`config.mk`:
```
export PLATFORM = sky130hd
export DESIGN_NAME = sub8_pipe
export DESIGN_NICKNAME = d
export VERILOG_FILES = /design/src/rtl/sub8_pipe_pkg.sv /design/src/rtl/sub_n_bit.sv /design/src/rtl/sub8_pipe.sv
export SDC_FILE = /design/constraint.sdc
export NUM_CORES = 1
export LEC_CHECK = 0
export CORE_MARGIN = 1.5
export CORE_UTILIZATION = 40
export DETAILED_ROUTE_END_ITERATION = 12
export PLACE_DENSITY = 0.7
export SYNTH_ARGS = -nofsm -noshare
export SYNTH_HDL_FRONTEND = slang
export SYNTH_SLANG_ARGS = --single-unit
```
`constraint.sdc`:
```
create_clock -name clk -period 1.7 [get_ports clk]
set_clock_uncertainty 0.1 [all_clocks]
set_input_delay 0.34 -clock clk [delete_from_list [all_inputs] [get_ports clk]]
set_output_delay 0.34 -clock clk [all_outputs]
set_load 0.005 [all_outputs]
```
`src/rtl/sub8_pipe_pkg.sv`:
```
// Shared ALU definitions used by the subtract path (and the adder path).
//   ALU_W        : ALU data width
//   alu_flags_t  : status flags produced alongside an ALU result
package sub8_pipe_pkg;

  localparam int ALU_W = 8;

  typedef struct packed {
    logic zero;
    logic neg;
    logic ovf;
    logic borrow;
  } alu_flags_t;

endpackage

```
`src/rtl/sub_n_bit.sv`:
```
// Combinational N-bit lookahead-borrow subtractor: diff = in1 - in2 - bin.
//   in1, in2 : N-bit operands
//   bin      : borrow in
//   diff     : N-bit difference
//   bout     : borrow out of the MSB
module sub_n_bit #(
  parameter int N = 4
) (
  input  logic [N-1:0] in1,
  input  logic [N-1:0] in2,
  input  logic         bin,
  output logic [N-1:0] diff,
  output logic         bout
);

  // A bit generates a borrow when it is 0 - 1, and passes an incoming
  // borrow through when both operand bits are equal.
  logic [N-1:0] g;
  logic [N-1:0] p;
  logic [N:0]   b;

  assign g = ~in1 & in2;
  assign p = ~(in1 ^ in2);

  // Each borrow is an independent sum of products over g/p/bin, so no
  // borrow depends on the previously computed one.
  always_comb begin
    logic bi;
    logic pp;
    b    = '0;
    b[0] = bin;
    for (int i = 0; i < N; i++) begin
      bi = 1'b0;
      pp = 1'b1;
      for (int j = i; j >= 0; j--) begin
        bi = bi | (pp & g[j]);
        pp = pp & p[j];
      end
      b[i+1] = bi | (pp & bin);
    end
  end

  assign diff = in1 ^ in2 ^ b[N-1:0];
  assign bout = b[N];

endmodule

```
`src/rtl/sub8_pipe.sv`:
```
// Two-stage pipelined subtractor with borrow in/out and ALU flags.
// Stage 1 subtracts the low half and carries the mid borrow forward;
// stage 2 subtracts the high half and registers diff and flags.
//   clk, rst_n         : clock, async active-low reset
//   in_valid/in_ready  : operand handshake (in1, in2, bin)
//   out_valid/out_ready: result handshake (diff, bout, zero, neg, ovf)
// WIDTH must be even and >= 2.
module sub8_pipe
  import sub8_pipe_pkg::*;
#(
  parameter int WIDTH = ALU_W
) (
  input  logic             clk,
  input  logic             rst_n,
  input  logic             in_valid,
  output logic             in_ready,
  input  logic [WIDTH-1:0] in1,
  input  logic [WIDTH-1:0] in2,
  input  logic             bin,
  output logic             out_valid,
  input  logic             out_ready,
  output logic [WIDTH-1:0] diff,
  output logic             bout,
  output logic             zero,
  output logic             neg,
  output logic             ovf
);

  localparam int H = WIDTH / 2;

  // Stage 1 state. The operand MSBs needed for ovf are the top bits of
  // s1_ahi / s1_bhi.
  logic         s1_valid;
  logic [H-1:0] s1_dlo;
  logic         s1_bmid;
  logic [H-1:0] s1_ahi;
  logic [H-1:0] s1_bhi;

  alu_flags_t   flags_q;

  logic         s2_free, s1_adv, accept;
  logic [H-1:0] lo_diff, hi_diff;
  logic         lo_bout, hi_bout;
  logic         ovf_n;

  assign s2_free  = !out_valid || out_ready;
  assign s1_adv   = s1_valid && s2_free;
  assign in_ready = !s1_valid || s1_adv;
  assign accept   = in_valid && in_ready;

  sub_n_bit #(.N(H)) u_lo (
    .in1  (in1[H-1:0]),
    .in2  (in2[H-1:0]),
    .bin  (bin),
    .diff (lo_diff),
    .bout (lo_bout)
  );

  sub_n_bit #(.N(H)) u_hi (
    .in1  (s1_ahi),
    .in2  (s1_bhi),
    .bin  (s1_bmid),
    .diff (hi_diff),
    .bout (hi_bout)
  );

  // Signed overflow: operands of differing sign and a result whose sign
  // differs from the minuend.
  assign ovf_n = (s1_ahi[H-1] != s1_bhi[H-1]) && (hi_diff[H-1] != s1_ahi[H-1]);

  always_ff @(posedge clk or negedge rst_n) begin
    if (!rst_n) begin
      s1_valid <= 1'b0;
      s1_dlo   <= '0;
      s1_bmid  <= 1'b0;
      s1_ahi   <= '0;
      s1_bhi   <= '0;
    end else if (accept) begin
      s1_valid <= 1'b1;
      s1_dlo   <= lo_diff;
      s1_bmid  <= lo_bout;
      s1_ahi   <= in1[WIDTH-1:H];
      s1_bhi   <= in2[WIDTH-1:H];
    end else if (s1_adv) begin
      s1_valid <= 1'b0;
    end
  end

  always_ff @(posedge clk or negedge rst_n) begin
    if (!rst_n) begin
      out_valid <= 1'b0;
      diff      <= '0;
      flags_q   <= '0;
    end else if (s1_adv) begin
      out_valid      <= 1'b1;
      diff           <= {hi_diff, s1_dlo};
      flags_q.zero   <= ~|{hi_diff, s1_dlo};
      flags_q.neg    <= hi_diff[H-1];
      flags_q.ovf    <= ovf_n;
      flags_q.borrow <= hi_bout;
    end else if (out_ready) begin
      // result consumed with nothing behind it; data is left as is
      out_valid <= 1'b0;
    end
  end

  assign bout = flags_q.borrow;
  assign zero = flags_q.zero;
  assign neg  = flags_q.neg;
  assign ovf  = flags_q.ovf;

endmodule

```
; Yosys cells after proc, flatten, opt, wreduce, memory -nomap -nowiden
; Cells that the tools add are included.
[classes]
muxes = 4
n_reduce_logical = 11
bitwise_logic = 62
eq_ne = 2
[op_table]
columns = cell, n
row1 = bitwise AND 1 bit, 32
row2 = bitwise OR 1 bit, 20
row3 = NOT 4 bit, 4
row4 = bitwise XOR 4 bit, 4
row5 = bitwise AND 4 bit, 2
row6 = OR reduction 8 bit, 1
row7 = 2-to-1 mux 1 bit, 4
row8 = nonzero test 2 bit, 2
row9 = logical AND 1 bit, 3
row10 = zero test 1 bit, 3
row11 = logical OR 1 bit, 2
row12 = != test 1 bit, 2
[totals]
elab_cells = 90
in_bits = 21
output_inout_bits = 14
reg_bits = 27

; Depth between registers and ports, before layout
; Gate-level depths: netlist of the first run.
[depth]
ltp_word = 9
depth_mapped = 6
depth_no_buf = 6

; By module
; Synthesis of the first run repeated with hierarchy kept, for this count alone.
[hier_totals]
cells_unflattened = 119
hier_area_um2 = 1487.7
[by_module_without_submodules]
columns = module, area_per_inst_um2, cells_per_inst, seq_area_each_um2, instances
row1 = sub8_pipe, 1091.0, 65, 650.6, 1
row2 = sub_n_bit at u_hi, 200.2, 27, 0.0, 1
row3 = sub_n_bit at u_lo, 196.4, 27, 0.0, 1

; Worst setup path before layout of the first run
; No wires, ideal clock.
[synth_path]
path_type = register to register
startpoint = reg s1_ahi[0]
endpoint = reg, netlist name zero
required_time_ns = 1.478
path_stages_with_launch = 7
period_less_slack_ns = 1.626
path_slack_ns = 0.074
t_arrival_ns = 1.405
path_cell_list = dfrtp_1 inv_1 ha_1 a211oi_2 o21bai_2 xor2_1 a32o_1
[synth_between]
elab_chain_len = 8
elab_cells_between_ends = 19
[synth_lines]
columns = item, line
row1 = "start, declared", sub8_pipe.sv:36  ; logic [H-1:0] s1_ahi;
row2 = "start signal, assigned", sub8_pipe.sv:82  ; s1_ahi <= in1[WIDTH-1:H];
row3 = NOT 4 bit / bitwise XOR 4 bit (equally long branches), "sub_n_bit.sv:22, sub_n_bit.sv:23, sub_n_bit.sv:43"
row4 = bitwise AND 4 bit / NOT 4 bit (equally long branches), "sub_n_bit.sv:22, sub_n_bit.sv:23"
row5 = bitwise AND 1 bit (on tied branches), "sub_n_bit.sv:36, sub_n_bit.sv:37"
row6 = bitwise OR 1 bit / bitwise AND 1 bit (equally long branches), "sub_n_bit.sv:36, sub_n_bit.sv:39"
row7 = bitwise OR 1 bit, sub_n_bit.sv:39  ; b[i+1] = bi | (pp & bin);
row8 = bitwise XOR 4 bit *, sub_n_bit.sv:43  ; assign diff = in1 ^ in2 ^ b[N-1:0];
row9 = OR reduction 8 bit *, sub8_pipe.sv:97  ; flags_q.zero <= ~|{hi_diff, s1_dlo};
row10 = zero test 1 bit *, sub8_pipe.sv:97
; Every way passes the cells marked *; elsewhere a longest branch is shown, timed or not.
; A chain may end at the register's enable or synchronous reset.

; Final worst setup path of the first run
[layout_path]
startpoint = reg s1_bhi[0]
endpoint = reg, netlist name zero
[layout_between]
elab_chain_len = 8
elab_cells_between_ends = 18
[layout_lines]
columns = item, line
row1 = "start, declared", sub8_pipe.sv:37  ; logic [H-1:0] s1_bhi;
row2 = "start signal, assigned", sub8_pipe.sv:83  ; s1_bhi <= in2[WIDTH-1:H];
row3 = bitwise XOR 4 bit, "sub_n_bit.sv:23, sub_n_bit.sv:43"
row4 = NOT 4 bit, sub_n_bit.sv:23  ; assign p = ~(in1 ^ in2);
row5 = bitwise AND 1 bit, sub_n_bit.sv:37  ; pp = pp & p[j];
row6 = bitwise AND 1 bit, sub_n_bit.sv:39
row7 = bitwise OR 1 bit, sub_n_bit.sv:39
row8 = bitwise XOR 4 bit *, sub_n_bit.sv:43
row9 = OR reduction 8 bit *, sub8_pipe.sv:97
row10 = zero test 1 bit *, sub8_pipe.sv:97
; Marked as above.

==> results of run 1 <==
-- placed cells by master, fill, tap and decap left out, types with 2 or more instances in the layout --
cell type        Yosys  routed
o21bai_2             1       2
xnor2_1              5       4
a21oi_1              3       3
xor2_1               2       2
inv_1               12      11
o21ai_1              1       2
ha_1                 9       5
a21o_1               2       2
clkdlybuf4s50_1      0      31
mux2_4               2       2
nand2b_1             2       2
clkbuf_4             0       3
dlymetal6s2s_1       0       2
dfrtp_1             26      25
buf_4                1      18
nand2_1              7       7
mux2_2              12      12
o21ai_0              7       6
ha_4                 0       4
a211oi_2             1       3
-- cell usage after synthesis, drive strengths merged (3+ instances only) --
library cell   n
o21ai          8
nand2b         3
buf            3
dfrtp         26
inv           12
nand2          9
a21oi          4
ha             9
mux2          14
xnor2          5
a211oi         4
-- flip-flops by register name (all words and copies together), names as in the netlist --
register / cells
s1_bhi: 4
out_valid: 1
s1_bmid: 1
zero: 1
ovf: 1
s1_dlo: 4
s1_valid: 1
s1_ahi: 4
bout: 1
diff: 8
-- report_power, final --
group	total, µW	switching [µW]	leakage, µW	internal [µW]
Combinational	884	322	0.000587	562
Sequential	863	92.7	0.000309	770
Clock	251	168	0.0000138	82.7
Total	2000	583	0.000910	1420
-- through the flow --
stage          util, %  total power [µW]  hold WS (ns)  setup WS [ns]
2_1_floorplan        -              1250       -0.0556         0.0737
3_3_place_gp      58.5              1610         0.367         -0.353
3_5_place_dp      58.5              1640         0.377         -0.420
4_1_cts           60.2              1930         0.287       -0.00297
5_1_grt           63.6              2140         0.304         -0.103
6_report          63.6              2000         0.280        0.00174
-- final timing paths --
| check | startpoint | endpoint | cells after the start |
|---|---|---|---|
| worst max-delay path | s1_bhi[0]$_DFFE_PN0P_ | zero$_DFFE_PN0P_ | 5 |
| worst min-delay path | rst_n | s1_bhi[2]$_DFFE_PN0P_ | 2 |
| worst max register to register | s1_bhi[0]$_DFFE_PN0P_ | zero$_DFFE_PN0P_ | 5 |
| worst min register to register | diff[6]$_DFFE_PN0P_ | diff[6]$_DFFE_PN0P_ | 2 |
| max in group asynchronous | rst_n | s1_bhi[0]$_DFFE_PN0P_ | 2 |
| min in group clk | diff[6]$_DFFE_PN0P_ | diff[6]$_DFFE_PN0P_ | 2 |
-- area by class of cell --
type / count / area, µm² / area share (%)
multi-input combinational: 70 / 723 / 36.4
timing repair buffer: 53 / 490 / 24.7
tap: 44 / 55.1 / 2.77
clock buffer: 3 / 22.5 / 1.13
inverter: 12 / 45.0 / 2.27
sequential: 26 / 652 / 32.8
-- what timing repair did --
action | CTS | global route
endpoints found under the hold margin | 0 | 0
endpoints found under the setup margin | 6 | 11
pin swaps | 5 | 7
cloned | 0 | 0
gates resized for setup | 7 | 14
setup buffers | 0 | 4
-- worst reg2reg max path: cells and delay by family (launching register included) --
kind | cells | cell delay [ns]
compound gates | 3 | 0.59
xor+xnor | 1 | 0.19
fa+ha+maj | 1 | 0.25
flops | 1 | 0.46
-- cell families (layout without fill, tap and decap cells) --
kind of cell	count (synthesis)	count (layout)	share of synthesized area, %
AND/OR/NAND/NOR	16	16	7.16
multiplexers	14	14	12.3
adder cells (fa/ha/maj)	11	11	11.3
buffers and inverters	15	68	5.12
flip-flops	26	26	48.4
AO/OA/AOI/OAI	22	22	11.2
XOR/XNOR	7	7	4.56
-- per-layer routing --
metal | up-vias | wire [µm]
met5 | - | 0
met4 | 0 | 0
met3 | 0 | 103
met2 | 25 | 1340
met1 | 471 | 1070
li1 | 487 | -
==> impl_metrics.env, run 1 <==
export IMPL_antenna_found_initial=0
export IMPL_yosysTopAreaCell="dfrtp_1"
export IMPL_finalSetupViolations=0
export IMPL_gp_congestion=0.716
export IMPL_synth_avg_cell_area_um2=12.1
export IMPL_grt_usage_pct=14.7
export IMPL_clockRootBuffer="clkbuf_4"
export IMPL_fp_row_count=20
export IMPL_grt_pass1_vias=969
export IMPL_wl_per_cell_um=12.1
export IMPL_clockBufferDepth=2
export IMPL_use_met3_pct=1.92
export IMPL_synthCells=111
export IMPL_antennaDiodeCount=0
export IMPL_p_leak_uw=0.000910
export IMPL_drt_initial_drc_count=25
export IMPL_place_inst=201
export IMPL_synth_distinct_cells=31
export IMPL_hold_viol=0
export IMPL_rsz0062_at_grt="yes"
export IMPL_met2_usage_pct=26.7
export IMPL_clock_fmax_mhz=589
export IMPL_max_slew_margin_pct=78.5
export IMPL_io_buffers=34
export IMPL_cp_data_arrival_time_ns=1.82
export IMPL_holdCritPathClass="in -> async"
export IMPL_fillers=267
export IMPL_busiest_layer="met2"
export IMPL_ys_seq_elements=26
export IMPL_endpoint_kind="flip-flop"
export IMPL_crit_fanout=3
export IMPL_ir_worst_vdd_uv=379
export IMPL_final_period_utilization_pct=99.9
export IMPL_cts_buffers=3
export IMPL_cp_buffers_inverters=0
export IMPL_tightest_slew_ns=0.322
export IMPL_mappedNetlistArea_um2=1350
export IMPL_finalCriticalPeriod_ns=1.70
export IMPL_drc=0
export IMPL_required_ns=1.82
export IMPL_crit_type="reg -> reg"
export IMPL_syn2layout_area_growth_pct=47.8
export IMPL_io_pins=35
export IMPL_use_met1_pct=17.2
export IMPL_cts_tree="built"
export IMPL_vias=983
export IMPL_start_util_pct=43.0
export IMPL_h_tree_depth=1
export IMPL_clock_sinks=26
export IMPL_dr_pass1_iters=4
export IMPL_synthArstFlopShare_pct=100
export IMPL_grt_max_degree=27
export IMPL_slowest_delay_ns=0.46
export IMPL_synth_top_area_share_pct=48.4
export IMPL_status="finished clean"
export IMPL_grt_overflow=0
export IMPL_slew_viol_final=0
export IMPL_clk_pin_slew_ns=0.14
export IMPL_synth_edf_count=0
export IMPL_syn_num_nets=143
export IMPL_vias_per_cell=4.73
export IMPL_yosysWarningCount=0
export IMPL_stdcell_count=208
export IMPL_finalSetupTns_ns=0
export IMPL_final_nets=198
export IMPL_maxCapViolCount=0
export IMPL_grt_pass1_wl_um=4000
export IMPL_powerDensity_nw_per_um2=1010
export IMPL_die_width_um=61.0
export IMPL_routed_wl_um=2520
export IMPL_dieArea_um2=3720
export IMPL_layout_drive_gt1_share_pct=33.5
export IMPL_placed_area_um2=1830
export IMPL_dpl_hpwl_um=1850
export IMPL_yosys_top_cells_area="dfrtp_1 (48%), mux2_2 (10%), ha_1 (8.4%), inv_1 (3.3%), xnor2_1 (3.3%)"
export IMPL_yosysSeqAreaShare_pct=48.4
export IMPL_cp_top_family="compound AO/OA/AOI/OAI gates"
export IMPL_postRouteAntennaNets=0
export IMPL_final_area_um2=1990
export IMPL_rrSetupSlack_ns=0.002
export IMPL_insertion_delay_ns=0.31
export IMPL_synth_ff_type="dfrtp_1"
export IMPL_start_kind="flip-flop"
export IMPL_cts_hold_buf=0
export IMPL_path_cells="ha_4 -> a211oi_2 -> o21bai_2 -> xor2_1 -> a32o_1"
export IMPL_fp_dieH_um=61.0
export IMPL_core_area_um2=3130
export IMPL_crit_slowest_cell="dfrtp_2"
(Power assumes the default switching activity.)
==> run 2, diff against run 1 <==
CTS_CLUSTER_DIAMETER = 200   (was not set)
==> results of run 2 <==
Same layout as run 1: the final DEF is identical, and so are final timing and power.
